===== config.mk =====
export PLATFORM = sky130hd
export DESIGN_NAME = camera_frame_packer
export DESIGN_NICKNAME = d
export VERILOG_FILES = /design/src/rtl/hdr_pkg.sv /design/src/rtl/packer_word_fifo.sv /design/src/rtl/camera_frame_packer.sv
export SDC_FILE = /design/constraint.sdc
export NUM_CORES = 1
export LEC_CHECK = 0
export CORE_UTILIZATION = 30
export CTS_BUF_LIST = sky130_fd_sc_hd__clkbuf_2 sky130_fd_sc_hd__clkbuf_4 sky130_fd_sc_hd__clkbuf_8
export DETAILED_ROUTE_END_ITERATION = 8
export PLACE_DENSITY = 0.48
export SETUP_SLACK_MARGIN = 0.5
export SYNTH_ARGS = -nofsm -noshare
export SYNTH_HDL_FRONTEND = slang
export SYNTH_SLANG_ARGS = --single-unit

===== constraint.sdc =====
create_clock -name clk_25M -period 3.5 [get_ports clk_25M]
set_input_delay 0.525 -clock clk_25M [delete_from_list [all_inputs] [get_ports clk_25M]]
set_output_delay 0.525 -clock clk_25M [all_outputs]
set_load 0.03 [all_outputs]

===== src/rtl/hdr_pkg.sv =====
// hdr_pkg: HDR slot codes, buffer base addresses, exposure codes, frame size and packer FSM states.
// Exports constants and the helpers next_slot, slot_base and slot_exposure; no ports.
package hdr_pkg;
  localparam int FRAME_WORDS_DEF = 38400;
  localparam logic [2:0] SLOT_0 = 3'b000, SLOT_1 = 3'b001, SLOT_2 = 3'b101,
                         SLOT_3 = 3'b100, SLOT_4 = 3'b110, SLOT_5 = 3'b010;
  localparam logic [26:0] BASE_0 = 27'h0, BASE_1 = 27'h4B000, BASE_2 = 27'h96000,
                          BASE_3 = 27'hE1000, BASE_4 = 27'h12C000, BASE_5 = 27'h177000;
  localparam logic [1:0] EXP_LOW = 2'd0, EXP_MID = 2'd1, EXP_HIGH = 2'd2;
  typedef enum logic [1:0] {IDLE, CAPTURE, FLUSH, DONE} state_t;
  // Codes outside the rotation fall back to slot 0.
  function automatic logic [2:0] next_slot(input logic [2:0] s);
    return s == SLOT_0 ? SLOT_1 : s == SLOT_1 ? SLOT_2 : s == SLOT_2 ? SLOT_3 :
           s == SLOT_3 ? SLOT_4 : s == SLOT_4 ? SLOT_5 : SLOT_0;
  endfunction
  function automatic logic [26:0] slot_base(input logic [2:0] s);
    return s == SLOT_1 ? BASE_1 : s == SLOT_2 ? BASE_2 : s == SLOT_3 ? BASE_3 :
           s == SLOT_4 ? BASE_4 : s == SLOT_5 ? BASE_5 : BASE_0;
  endfunction
  function automatic logic [1:0] slot_exposure(input logic [2:0] s);
    return (s == SLOT_1 || s == SLOT_4) ? EXP_MID : (s == SLOT_2 || s == SLOT_5) ? EXP_HIGH : EXP_LOW;
  endfunction
endpackage


===== src/rtl/packer_word_fifo.sv =====
// packer_word_fifo: 4-entry FIFO of {address, data} words for the camera frame packer.
// Ports: clk/rst clock and sync reset; flush empties the FIFO; push/din write; pop advances the head;
// dout is the head entry; full/empty flags. The caller pushes only when !full or popping in the same cycle.
module packer_word_fifo (
  input  logic         clk,
  input  logic         rst,
  input  logic         flush,
  input  logic         push,
  input  logic         pop,
  input  logic [154:0] din,
  output logic [154:0] dout,
  output logic         full,
  output logic         empty
);
  logic [154:0] mem_q [4];
  logic [154:0] mem_d [4];
  logic [1:0] wp_q, wp_d, rp_q, rp_d;
  logic [2:0] cnt_q, cnt_d;
  always_comb begin
    mem_d = mem_q;
    if (push) mem_d[wp_q] = din;
    wp_d = flush ? 2'd0 : wp_q + 2'(push);
    rp_d = flush ? 2'd0 : rp_q + 2'(pop);
    cnt_d = flush ? 3'd0 : cnt_q + 3'(push) - 3'(pop);
  end
  always_ff @(posedge clk) begin
    if (rst) begin
      mem_q <= '{default: '0};
      wp_q <= 2'd0;
      rp_q <= 2'd0;
      cnt_q <= 3'd0;
    end else begin
      mem_q <= mem_d;
      wp_q <= wp_d;
      rp_q <= rp_d;
      cnt_q <= cnt_d;
    end
  end
  assign dout = mem_q[rp_q];
  assign full = cnt_q == 3'd4;
  assign empty = cnt_q == 3'd0;
endmodule


===== src/rtl/camera_frame_packer.sv =====
// camera_frame_packer: packs RGB565 pixels into 128-bit SDRAM words and rotates HDR exposure buffers.
// Ports: clk_25M/rst_25M clock and sync active-high reset; hdr_en, vsync, pix_data, pix_valid camera side;
// wr_ack in, camera_wr_req/camera_data/wr_address out to the SDRAM arbiter; last_frame, exposure_sel,
// frame_done, overflow, frame_err status. Define CAMERA_PACKER_FIFO_EN to queue words in a 4-entry FIFO
// instead of a single holding register.
module camera_frame_packer
  import hdr_pkg::*;
#(
  parameter int FRAME_WORDS = FRAME_WORDS_DEF
) (
  input  logic         clk_25M,
  input  logic         rst_25M,
  input  logic         hdr_en,
  input  logic         vsync,
  input  logic [15:0]  pix_data,
  input  logic         pix_valid,
  input  logic         wr_ack,
  output logic         camera_wr_req,
  output logic [127:0] camera_data,
  output logic [26:0]  wr_address,
  output logic [2:0]   last_frame,
  output logic [1:0]   exposure_sel,
  output logic         frame_done,
  output logic         overflow,
  output logic         frame_err
);
  localparam int WCW = $clog2(FRAME_WORDS + 1);
  state_t state_q, state_d;
  logic [2:0] pcnt_q, pcnt_d, pc;
  logic [111:0] pack_q, pack_d;
  logic [WCW-1:0] wcnt_q, wcnt_d, wc;
  logic [26:0] addr_q, addr_d, ad;
  logic [2:0] slot_q, slot_d;
  logic [1:0] exp_q, exp_d;
  logic done_q, done_d, ovf_q, ovf_d, ferr_q, ferr_d;
  logic start, restart, take, word_ok, push, pop, full, empty;
  logic [154:0] head;
  // A frame (re)start zeroes the pack/word counters and rebases the address in the same cycle,
  // so a pixel arriving with vsync lands as pixel 0. addr_q is the address of the next queued word.
  always_comb begin
    start = vsync && state_q != DONE;
    restart = start && state_q != IDLE;
    take = pix_valid && (start || state_q == CAPTURE);
    pc = start ? 3'd0 : pcnt_q;
    wc = start ? '0 : wcnt_q;
    ad = start ? slot_base(slot_q) : addr_q;
    word_ok = take && pc == 3'd7;
    pop = !empty && wr_ack && !restart;
    push = word_ok && (!full || pop);
    pack_d = pack_q;
    if (take && !word_ok) pack_d[{pc, 4'b0} +: 16] = pix_data;
    pcnt_d = take ? pc + 3'd1 : pc;
    wcnt_d = word_ok ? wc + 1'b1 : wc;
    addr_d = push ? ad + 27'd8 : ad;
    state_d = start ? CAPTURE
            : state_q == CAPTURE ? (word_ok && wc == WCW'(FRAME_WORDS - 1) ? FLUSH : CAPTURE)
            : state_q == FLUSH ? (empty ? DONE : FLUSH)
            : IDLE;
    done_d = state_d == DONE;
    slot_d = (state_q == DONE && hdr_en) ? next_slot(slot_q) : slot_q;
    exp_d = slot_exposure(slot_d);
    ovf_d = ovf_q || (word_ok && !push);
    ferr_d = ferr_q || restart;
  end
  always_ff @(posedge clk_25M) begin
    if (rst_25M) begin
      state_q <= IDLE;
      pcnt_q <= 3'd0;
      pack_q <= '0;
      wcnt_q <= '0;
      addr_q <= '0;
      slot_q <= SLOT_0;
      exp_q <= EXP_LOW;
      done_q <= 1'b0;
      ovf_q <= 1'b0;
      ferr_q <= 1'b0;
    end else begin
      state_q <= state_d;
      pcnt_q <= pcnt_d;
      pack_q <= pack_d;
      wcnt_q <= wcnt_d;
      addr_q <= addr_d;
      slot_q <= slot_d;
      exp_q <= exp_d;
      done_q <= done_d;
      ovf_q <= ovf_d;
      ferr_q <= ferr_d;
    end
  end
`ifdef CAMERA_PACKER_FIFO_EN
  packer_word_fifo u_fifo (
    .clk  (clk_25M),
    .rst  (rst_25M),
    .flush(restart),
    .push (push),
    .pop  (pop),
    .din  ({ad, pix_data, pack_q}),
    .dout (head),
    .full (full),
    .empty(empty)
  );
`else
  logic hold_v_q, hold_v_d;
  logic [154:0] hold_q, hold_d;
  always_comb begin
    hold_v_d = !restart && (push || (hold_v_q && !pop));
    hold_d = push ? {ad, pix_data, pack_q} : hold_q;
  end
  always_ff @(posedge clk_25M) begin
    if (rst_25M) begin
      hold_v_q <= 1'b0;
      hold_q <= '0;
    end else begin
      hold_v_q <= hold_v_d;
      hold_q <= hold_d;
    end
  end
  assign full = hold_v_q;
  assign empty = !hold_v_q;
  assign head = hold_q;
`endif
  // With nothing queued the address shows where the next word will go.
  assign camera_wr_req = !empty;
  assign camera_data = head[127:0];
  assign wr_address = empty ? addr_q : head[154:128];
  assign last_frame = slot_q;
  assign exposure_sel = exp_q;
  assign frame_done = done_q;
  assign overflow = ovf_q;
  assign frame_err = ferr_q;
endmodule


==> reports/results.ini <==
[cts]
numCtsBuffers=57
hold_buffers=0
htreeDepth=2
clk_path_buf_depth=3
cts_tree=built
clock_latency_ns=0.67
cts_root_buf=clkbuf_8
clk_pin_slew_ns=0.06
clock-sinks=324

[route]
postRouteAntennaNets=0
wl_per_cell_um=17.1
vias=10657
drt_wl_total_um=39100
vias_per_cell=4.67
drc_errors=0
drt_iter0_markers=523
drt-pass1-iter-count=5

[critical_path]
rr_endpoint=addr_q[21]
cp_data_required_time_ns=2.97
critical_path.endpoint=wr_address[0]
reg2reg_from=state_q[0]
rrSetupSlack_ns=0.79
arrival_ns=2.37
cp_max_fo=33
reg2regPathDepth=9
cp-end-kind=output port
critPathKind=reg2out
crit_start=camera_wr_req
start_kind=flip-flop

[floorplanning]
start_util_pct=30.7
pin_count=186
die_x_um=215
die_h_um=215
row_count=77
die_area_sq_um=46300
core_sq_um=44500

[place]
dp_hpwl_um=24600
port_buffers=185
dp_slack_ns=0.201
place_area_sq_um=15200
place_congestion=0.762

[sta]
fmax_mhz=345
worstMarginPinSlew_ns=1.11
setup_ws_ns=0.601
post-route-period-util_pct=82.8
period_minus_slack_ns=2.90
fin_tns_setup_ns=0
finalHoldViolCount=0
slew_headroom_pct=26.3
fin_skew_ns=0.0360
setup_viol=0
drv_slew=0
rsz0062_at_grt=no

[synthesis]
yosys.area.top_type=dfxtp_1
synth_flop_cell=dfxtp_1
syn_nets=1645
synthCells=1617
syn-cell-area_sq_um=13600
synth-edff-count=0
synth_most_common_cell=nand2_1
ys_warn_count=0
ys_top_cells_by_count=355 x nand2_1, 324 x dfxtp_1, 191 x a21oi_1
async_flop_share_pct=0
yosysSeqAreaShare_pct=47.5
ys_ff_latch=324
synth.distinct_cells=63
yosysTopAreaCellShare_pct=47.5
avgSynthCellArea_sq_um=8.44
synth_area_leaders=dfxtp_1 48%, nand2_1 9.8%, buf_4 7.2%

[run]
drv_cap=0

[hold_path]
worstHoldPathType=in2reg

[global_routing]
grtUsageTotal_pct=16.6
grt_pass1_vias=10252
grt_pass1_wl_um=60200
grt_max_degree=194
grt_overflow=0
grt_antenna_before_repair=1

[outcome]
status=finished clean

[power_and_ir_drop]
power.density_nw_per_um2=465
power.static_leakage_uw=0.00547
ir_drop_v=0.000263

[cells_and_area]
fin_util_pct=36.8
fin_nets=1679
drive_above_1_share_pct=10.8
area_growth_pct=20.2
fin_area_sq_um=16400

per-layer routing:
layer	vias up	share of wire, %	wire length, um	GRT usage, %
li1	5326	-	-	-
met1	5035	48	19000	23.2
met2	244	45	17500	25.5
met3	52	5.0	1970	3.62
met4	0	1.8	722	4.94
met5	-	0	0	0
per-stage QoR:
step	cells	hold slack, ns	total power, uW
floorplan	1617	0.428	3980
global placement	2184	0.435	4100
detailed placement	2184	0.442	4100
CTS	2283	0.221	7750
global route	2284	0.237	7940
finish	2284	0.268	7620
power breakdown:
group / internal (uW) / total, uW / switching, uW
clock: 2000 / 3610 / 1600
combinational: 88.8 / 291 / 202
sequential: 3710 / 3720 / 15.3
total: 5800 / 7620 / 1820
sequential cells by signal (all words and copies together) (netlist names), 2 cells and up:
signal and count:
wcnt_q 16, last_frame 3, pcnt_q 3, exposure_sel 2, state_q 2, head 155, pack_q 112, addr_q 27
critical path: stages (launching register included):
cell and delay [ns]:
dfxtp_1 0.47, buf_12 0.26, mux2_2 0.40, clkdlybuf4s50_1 0.60
kinds of logic (layout without fill, tap and decap cells):
family | after synthesis | in the layout | share of synthesized area, %
other cells | 0 | 1 | 0
buf+inv | 264 | 338 | 11.3
mux | 106 | 106 | 7.98
simple gates | 632 | 632 | 20.3
flops | 324 | 324 | 47.5
fa+ha+maj | 6 | 6 | 0.550
compound gates | 258 | 258 | 10.6
xor+xnor | 27 | 27 | 1.73
how the worst min path moves through the flow:
stage	start	end	slack, ns	cells after the start
6_report	rst_25M	addr_q[10]	0.27	2
5_1_grt	rst_25M	addr_q[10]	0.24	2
4_1_cts	rst_25M	head[27]	0.22	2
3_5_place_dp	pack_q[33]	head[33]	0.44	2
3_3_place_gp	head[136]	head[136]	0.43	2
2_1_floorplan	head[153]	head[153]	0.43	2
cell usage in the layout (no fill, tap or decap), types with 9 or more instances in the layout:
cell             count
buf_4               25
mux2_2              22
a21oi_1            191
xor2_1              10
mux2i_1             84
clkdlybuf4s50_1    182
clkbuf_4            22
nor2_1             126
clkbuf_8            66
nor4_1              15
nand3_1             58
buf_12              11
o21ai_0             31
inv_1               17
nor3_1               9
or3_1               10
xnor2_1             17
nand4_1             14
nand2_1            354
dfxtp_1            323
timing repair:
item / CTS / global route
setup endpoints to repair: 0 / 17
gates resized for setup: 0 / 3
buffers inserted: 0 / 0
cell type report:
type	count	area (sq um)
Inverter	18	70.1
Antenna cell	1	2.50
Fill cell	4579	28100
Multi-Input combinational cell	1029	5670
Clock inverter	12	104
Tap cell	592	741
Timing Repair Buffer	221	2270
Clock buffer	87	1060
Sequential cell	324	6490
Note: power is estimated with default switching activity, not from simulation.
==> edit: new RTL, same settings <==
Add a define of `CAMERA_PACKER_FIFO_EN`.
--- a/src/rtl/camera_frame_packer.sv
+++ b/src/rtl/camera_frame_packer.sv
@@ -3,6 +3,8 @@
 // wr_ack in, camera_wr_req/camera_data/wr_address out to the SDRAM arbiter; last_frame, exposure_sel,
 // frame_done, overflow, frame_err status. Define CAMERA_PACKER_FIFO_EN to queue words in a 4-entry FIFO
 // instead of a single holding register.
+`define CAMERA_PACKER_FIFO_EN
+
 module camera_frame_packer
   import hdr_pkg::*;
 #(
Function: changed (a bounded check fails within 10 cycles, from zero or initial values and one cycle with rst_25M high).
==> edit against the original RTL <==
  * Die area rose by 140%
  * Worst setup slack got worse by 0.18 ns
  * Final area rose to 2.5 times the old value
  * Routed wire length rose to 2.8 times the old value
  * Sequential cell count rose by 471
  * Sequential power rose by 150%
  * Synthesized area rose by 140%
  * Power rose to 2.7 times the old value
  * Critical endpoint is now wr_address[25]
==> edit: results <==
metrics = {
    "outcome": {
        "outcome": "completed",
    },
    "synthesis": {
        "synth_top_area_frac": 0.4866,
        "synth_top_cells_by_count": "1,265 x nand2_1, 795 x dfxtp_1, 682 x a21oi_1",
        "ys_seq_area_frac": 0.4866,
        "avgSynthCellArea_um2": 8.664,
        "yosysUniqueCellTypes": 65,
        "synthMuxAreaShare": 0.1369,
        "synthAdderAreaFrac": 0.004438,
        "ys_top_cells_by_area": "dfxtp_1 49%, nand2_1 15%, mux4_2 11%",
        "syn_nets": 3808,
        "synth-compound-area-share": 0.1174,
    },
    "critical_path": {
        "cp-endpoint": "wr_address[25]",
        "crit_slowest_cell": "mux4_2",
        "reg2reg_depth": 12,
        "crit_fanout": 5,
        "worstReg2RegEnd": "u_fifo.mem_q[118]",
        "cp.arrival_ns": 2.55,
        "cpPeakStageDelay_ns": 0.49,
        "startpoint": "u_fifo.rp_q[0]",
        "critPathTopFamily": "multiplexers",
    },
    "timing": {
        "layout_min_cycle_time_ns": 3.074,
        "relSlewSlack": 0.1983,
        "fin_skew_ns": 0.04326,
        "holdWs_ns": 0.2950,
    },
    "cts": {
        "cts-buffers-inserted": 147,
        "htreeDepth": 4,
        "cts.path.max_buffers": 3,
    },
    "placement": {
        "post-place-ws_ns": -0.02573,
        "place_area_um2": 37240,
        "gp_congestion": 0.7600,
        "dp.cells": 5197,
        "hpwl_mm": 66.26,
    },
    "power": {
        "ir_drop_uv": 262.9,
        "power_w": 0.02076,
        "leakage_nw": 13.79,
        "p_int_w": 0.01558,
        "seq-power_w": 0.00913,
        "pg_clk_w": 0.00942,
    },
    "global_routing": {
        "grt_pass1_vias": 26410,
        "antenna_found_initial": 2,
        "grt_usage": 0.1964,
        "grt_max_degree": 126,
    },
    "layout": {
        "nNetsFinal": 4025,
        "drive_above_1_share": 0.2084,
        "stdcell_area_um2": 41370,
    },
    "drt": {
        "drtPass1Iterations": 7,
        "initialDrtViolationCount": 2040,
        "wirelength_mm": 110.1,
        "vias_per_cell": 4.960,
    },
    "worst_hold_path": {
        "hold-path-endpoint": "pack_q[7]",
        "hp-start": "rst_25M",
    },
}
[edit: cell count changes in the layout (fill, tap and decap cells not counted), moves of 110 or more]
cell and delta:
nand2_1 +907, a21oi_1 +490, clkdlybuf4s50_1 -154, mux4_2 +155, buf_6 +110, clkbuf_8 +120, dfxtp_1 +470
[edit: metal layers]
layer / vias to the layer above / wire length [um] / GRT usage
met5: - / 0 / 0
met4: 0 / 2504 / 0.06511
met3: 154 / 4949 / 0.03275
met2: 613 / 52130 / 0.3191
met1: 13300 / 50520 / 0.2635
li1: 13240 / - / -
[edit: repair_timing]
item | in CTS | in global routing
pin swaps | 0 | 1
resized for setup | 850 | 216
gates cloned | 18 | 1
setup endpoints to repair | 156 | 141
buffers inserted | 20 | 10
[edit: layout make-up]
class | instances | area share
flip-flops and latches | 795 | 0.3849
multi-input cells | 2637 | 0.3758
inverters | 15 | 0.001421
repair buffers | 396 | 0.1200
clock buffers | 241 | 0.07185
well taps | 1403 | 0.04243
clock inverters | 18 | 0.003659
diodes | 1 | 0.00006048
